### config.mk
export PLATFORM = sky130hd
export DESIGN_NAME = sd_bus_sched
export DESIGN_NICKNAME = d
export VERILOG_FILES = /design/src/rtl/sd_bus_sched.sv
export SDC_FILE = /design/constraint.sdc
export NUM_CORES = 1
export LEC_CHECK = 0
export BUFFER_PORTS_ARGS = -buffer_cell sky130_fd_sc_hd__buf_2
export CAP_MARGIN = 25
export CORE_MARGIN = 2
export CORE_UTILIZATION = 47
export CTS_BUF_LIST = sky130_fd_sc_hd__clkbuf_16
export DETAILED_ROUTE_END_ITERATION = 6
export PLACE_DENSITY = 0.68
export SYNTH_ARGS = -nofsm -noshare
export SYNTH_HDL_FRONTEND = slang
export SYNTH_SLANG_ARGS = --single-unit
### constraint.sdc
create_clock -name SD_CK -period 4.6 [get_ports SD_CK]
set_input_delay 0.69 -clock SD_CK [delete_from_list [all_inputs] [get_ports SD_CK]]
set_output_delay 0.69 -clock SD_CK [all_outputs]
set_load 0.02 [all_outputs]
### src/rtl/sd_bus_sched.sv
// sd_bus_sched: bus owner and request scheduler for the SD SPI port.
// The init engine owns the pins until init_o rises. After that, host read and
// write requests are granted one at a time. Each grant sends a one-cycle start
// pulse to its engine and muxes that engine's MOSI/CSn onto the card pins until
// the engine reports done or the watchdog expires. A forced CS-high gap
// separates consecutive transactions.
//
// Ports:
//   SD_CK                  clock; all state changes on its falling edge
//   rst_n                  asynchronous active-low reset
//   init_o                 init engine finished, card ready
//   wr_req / rd_req        host requests (level, held until the matching ack)
//   wr_ack / rd_ack        one-cycle completion pulses to the host
//   write_seq / read_seq   one-cycle start pulses to the engines
//   wr_done / rd_done      one-cycle completion pulses from the engines
//   init_/wr_/rd_MOSI,CSn  engine pin requests
//   SD_MOSI / SD_CSn       card pins
//   owner                  0=init 1=write 2=read 3=none
//   busy                   high while a transaction is in START/BUSY/DONE
//   err                    watchdog expired on the last transaction (sticky)
module sd_bus_sched #(
    parameter int TIMEOUT = 4096,
    parameter int GAP     = 8
) (
    input  logic       SD_CK,
    input  logic       rst_n,
    input  logic       init_o,
    input  logic       wr_req,
    input  logic       rd_req,
    output logic       wr_ack,
    output logic       rd_ack,
    output logic       write_seq,
    output logic       read_seq,
    input  logic       wr_done,
    input  logic       rd_done,
    input  logic       init_MOSI,
    input  logic       init_CSn,
    input  logic       wr_MOSI,
    input  logic       wr_CSn,
    input  logic       rd_MOSI,
    input  logic       rd_CSn,
    output logic       SD_MOSI,
    output logic       SD_CSn,
    output logic [1:0] owner,
    output logic       busy,
    output logic       err
);
    localparam int TW = (TIMEOUT > 1) ? $clog2(TIMEOUT) : 1;
    localparam int GW = $clog2(GAP) + 1;
    localparam logic [TW-1:0] T_LOAD = TW'(TIMEOUT - 1);
    localparam logic [GW-1:0] G_INIT = GW'(GAP);
    localparam logic [GW-1:0] G_LOAD = GW'(GAP - 1);

    typedef enum logic [2:0] {
        S_INIT, S_IDLE, S_START, S_BUSY, S_DONE, S_GAP
    } state_t;

    state_t        state;
    logic [TW-1:0] tcnt;      // watchdog, loaded on grant, runs through START and BUSY
    logic [GW-1:0] gcnt;      // CS-high gap length
    logic          rr_rd;     // tie-break pointer: 1 = read wins the next tie
    logic          grant_rd;  // engine owning the current transaction
    logic          pick_rd;
    logic          grant_done;

    assign pick_rd    = rd_req && (!wr_req || rr_rd);
    // Only the granted engine can end a transaction.
    assign grant_done = grant_rd ? rd_done : wr_done;

    always_ff @(negedge SD_CK or negedge rst_n) begin
        if (!rst_n) begin
            state     <= S_INIT;
            owner     <= 2'd0;
            err       <= 1'b0;
            busy      <= 1'b0;
            write_seq <= 1'b0;
            read_seq  <= 1'b0;
            wr_ack    <= 1'b0;
            rd_ack    <= 1'b0;
            rr_rd     <= 1'b1;
            grant_rd  <= 1'b0;
            tcnt      <= '0;
            gcnt      <= '0;
        end else begin
            write_seq <= 1'b0;
            read_seq  <= 1'b0;
            wr_ack    <= 1'b0;
            rd_ack    <= 1'b0;
            if (tcnt != '0) tcnt <= tcnt - 1'b1;
            if (gcnt != '0) gcnt <= gcnt - 1'b1;
            case (state)
                S_INIT: begin
                    owner <= 2'd0;
                    if (init_o) begin
                        state <= S_GAP;
                        owner <= 2'd3;
                        gcnt  <= G_INIT;
                    end
                end
                S_IDLE: begin
                    owner <= 2'd3;
                    if (!init_o) begin
                        state <= S_INIT;
                        owner <= 2'd0;
                    end else if (wr_req || rd_req) begin
                        state     <= S_START;
                        busy      <= 1'b1;
                        err       <= 1'b0;
                        tcnt      <= T_LOAD;
                        grant_rd  <= pick_rd;
                        owner     <= pick_rd ? 2'd2 : 2'd1;
                        read_seq  <= pick_rd;
                        write_seq <= !pick_rd;
                        if (wr_req && rd_req) rr_rd <= !pick_rd;
                    end
                end
                S_START: state <= S_BUSY;
                S_BUSY: begin
                    // done beats a simultaneous watchdog expiry
                    if (grant_done || tcnt == '0) begin
                        state  <= S_DONE;
                        owner  <= 2'd3;
                        err    <= !grant_done;
                        wr_ack <= !grant_rd;
                        rd_ack <= grant_rd;
                    end
                end
                S_DONE: begin
                    state <= S_GAP;
                    busy  <= 1'b0;
                    gcnt  <= G_LOAD;
                end
                S_GAP: begin
                    if (gcnt == '0) state <= S_IDLE;
                end
                default: state <= S_INIT;
            endcase
        end
    end

    // Pin mux follows the registered owner; an unowned bus idles high.
    always_comb begin
        SD_MOSI = 1'b1;
        SD_CSn  = 1'b1;
        case (owner)
            2'd0: begin SD_MOSI = init_MOSI; SD_CSn = init_CSn; end
            2'd1: begin SD_MOSI = wr_MOSI;   SD_CSn = wr_CSn;   end
            2'd2: begin SD_MOSI = rd_MOSI;   SD_CSn = rd_CSn;   end
            default: ;
        endcase
    end
endmodule

==> qor.yml <==
global_route:
  grt.overflow.total: 0
  busiest_layer: "met2"
  antenna_found_initial: 0
  grt.met1_usage_pct: 23.0
  grt_pass1_vias: 1147
  met3_usage_pct: 5.88
  grt_first_pass_wirelength_mm: 5.09
  grt_use_total_pct: 18.9
  grt_max_degree: 30
  grt_use_met2_pct: 30.1
cells_and_area:
  final_nets: 197
  drive_gt1_share_pct: 20.3
  areaGrowthSynthToFinish_pct: 20.1
  n_antenna_cell: 0
logic_synthesis:
  yosysWarningCount: 0
  avgSynthCellArea_um2: 9.76
  yosys-top-cells-area: "dfrtn_1 (46%), o21ai_0 (2.9%), nor2_1 (2.9%)"
  synth_edf_count: 0
  syn_inst: 157
  synth_ff_type: "dfrtn_1"
  post-synth-top-count-cell: "dfrtn_1"
  ys_seq_elements: 29
  yosys.area.top_type_share_pct: 45.7
  ys_types: 50
  synthesis.nets: 173
  synth_commonest_cells: "dfrtn_1 (28), nor2_1 (12), o21ai_0 (9)"
  synth_sequential_area_ratio_pct: 47.4
  synth_largest_area_cell: "dfrtn_1"
  netlist_area_um2: 1530
  postSynth.asyncResetShare_pct: 100
clocking:
  clkLatencyLatePin_ns: 0.34
  cts_tree: "done"
  path_clk_slew_ns: 0.04
  hold_buffers: 0
  cts_num_sinks: 29
  cts-root-buf: "clkbuf_16"
  cts.htree.levels: 2
  cts-buffers-inserted: 5
  cts_resized: 0
  post_cts_buffers: 0
  max-clock-path-buffers: 2
hold_path:
  hold_class: "flop to flop"
power:
  power_frac_clock_pct: 30.1
  pwr-share-seq_pct: 38.4
  switching_power_w: 0.000418
  finalPower_w: 0.00119
  switching_share_pct: 35.1
  powerDensity_nw_per_um2: 647
  leakage_nw: 0.792
  p_int_w: 0.000772
  ir_drop_mv: 0.315
  combinationalPowerShare_pct: 31.5
setup_path:
  worst-path-max-fanout: 9
  worstPathArrival_ns: 3.67
  endpoint: "SD_CSn"
  crit_path_end_kind: "primary output"
  cp.required_ns: 3.91
  timing.rr.end: "tcnt[10]"
  reg2reg_depth: 6
  cp-start-kind: "flop"
  crit_type: "flop to primary output"
  startpoint: "owner[0]"
  rrSetupSlack_ns: 2.46
  r2r-start: "tcnt[0]"
placed_design:
  port_buffers: 22
  dp_hpwl_mm: 2.32
  gp_congestion: 0.754
sta:
  fin_skew_ns: 0.0455
  final.setup.tns_ns: 0
  finalHoldViolCount: 0
  setup_viol: 0
  drv_slew: 0
  rsz0062_at_grt: "false"
  slew_headroom_pct: 56.7
  tightest_slew_ns: 0.645
die:
  start_util_pct: 49.8
  rows: 20
  die_x_um: 61.1
  dieArea_um2: 3730
  io_pins: 23
  fp.coreArea_um2: 3080
  die_h_um: 61.1
route:
  detail-route-antenna-nets: 0
  vias_per_cell: 5.64
  drt-initial-drc-count: 44
  vias: 1274
  drtPass1Iterations: 5
  drc: 0
  finalWirelength_mm: 3.18
  wire_per_inst_um: 14.1
outcome:
  status: "completed"
flow_run:
  drv_cap: 0
stage by stage:
| stage | area, µm² | hold slack, ns | util (%) | setup WS (ns) | cells |
|---|---|---|---|---|---|
| final | 1840 | 0.431 | 59.8 | 0.237 | 226 |
| after global routing | 1840 | 0.448 | 59.8 | 0.146 | 226 |
| after CTS | 1840 | 0.437 | 59.8 | 0.225 | 226 |
| after detailed placement | 1680 | 0.437 | 54.5 | 0.431 | 218 |
| after global placement | 1680 | 0.432 | 54.5 | 0.484 | 218 |
| after floorplan | 1530 | 0.429 | - | 0.403 | 157 |
power groups by stage:
stage / combinational [W] / clock, W / sequential (W)
3_3_place_gp: 0.000361 / 0.00000272 / 0.000453
2_1_floorplan: 0.000289 / 0.00000272 / 0.000435
4_1_cts: 0.000379 / 0.000365 / 0.000456
5_1_grt: 0.000424 / 0.000379 / 0.000471
3_5_place_dp: 0.000375 / 0.00000272 / 0.000458
6_report: 0.000375 / 0.000359 / 0.000457
cell usage in the layout, fill, tap and decap left out, types with 2 or more instances in the layout:
cell type   n
buf_2      22
nor4_1      2
ha_1        3
nor2_1     12
or3_1       3
a21o_1      2
nand3_1     6
o31ai_1     3
inv_1       9
xnor2_1     4
o211a_1     2
nand2_1     8
nor2b_1     3
a31oi_1     2
a211o_1     3
o21a_1      4
clkbuf_16   5
o21ai_1     4
nor3_1      4
nor3b_1     3
and3_1      4
o21ai_0     9
a211oi_1    2
a21oi_1     7
xor2_1      2
dfrtn_1    28
area by class of cell:
type,instances,area [µm²]
Fill cell,279,1240
Multi-Input combinational cell,115,756
Sequential cell,29,727
Clock buffer,5,125
Timing Repair Buffer,22,110
Tap cell,44,55.1
Clock inverter,4,41.3
Inverter,7,26.3
cell families (layout without fill, tap and decap cells):
kind of cell    after synthesis  count (layout)  synth area share, %
compound gates               45              45                 19.4
fa+ha+maj                     3               3                 2.45
mux                           1               1                0.735
flops                        29              29                 47.4
xor+xnor                      6               6                 3.43
simple gates                 60              60                 23.3
buf+inv                      13              38                 3.26
worst min path at each step:
stage                        start        to  slack [ns]  depth (start not counted)
after CTS                     busy      busy        0.44                          1
after floorplan           state[2]  state[1]        0.43                          1
after global placement         err       err        0.43                          1
after global routing          busy      busy        0.45                          1
after detailed placement      busy      busy        0.44                          1
final                         busy      busy        0.43                          1
routing by layer:
metal  vias up  share of wire [%]
met3         8                2.9
met1       623                 45
met5         -                  0
met4         0                1.9
met2        19                 50
li1        624                  -
flip-flops by register name (all words and copies together), names as in the netlist:
name	flops
tcnt	12
gcnt	4
state	3
owner	2
busy	1
err	1
grant_rd	1
rd_ack	1
read_seq	1
rr_rd	1
wr_ack	1
write_seq	1
critical path: stages, from the launching register on:
cell and delay, ns:
dfrtn_1 0.56, nor2b_1 0.08, a211oi_1 0.22, a21oi_1 0.06, buf_2 0.16
Power figures use the tool's default switching activity.
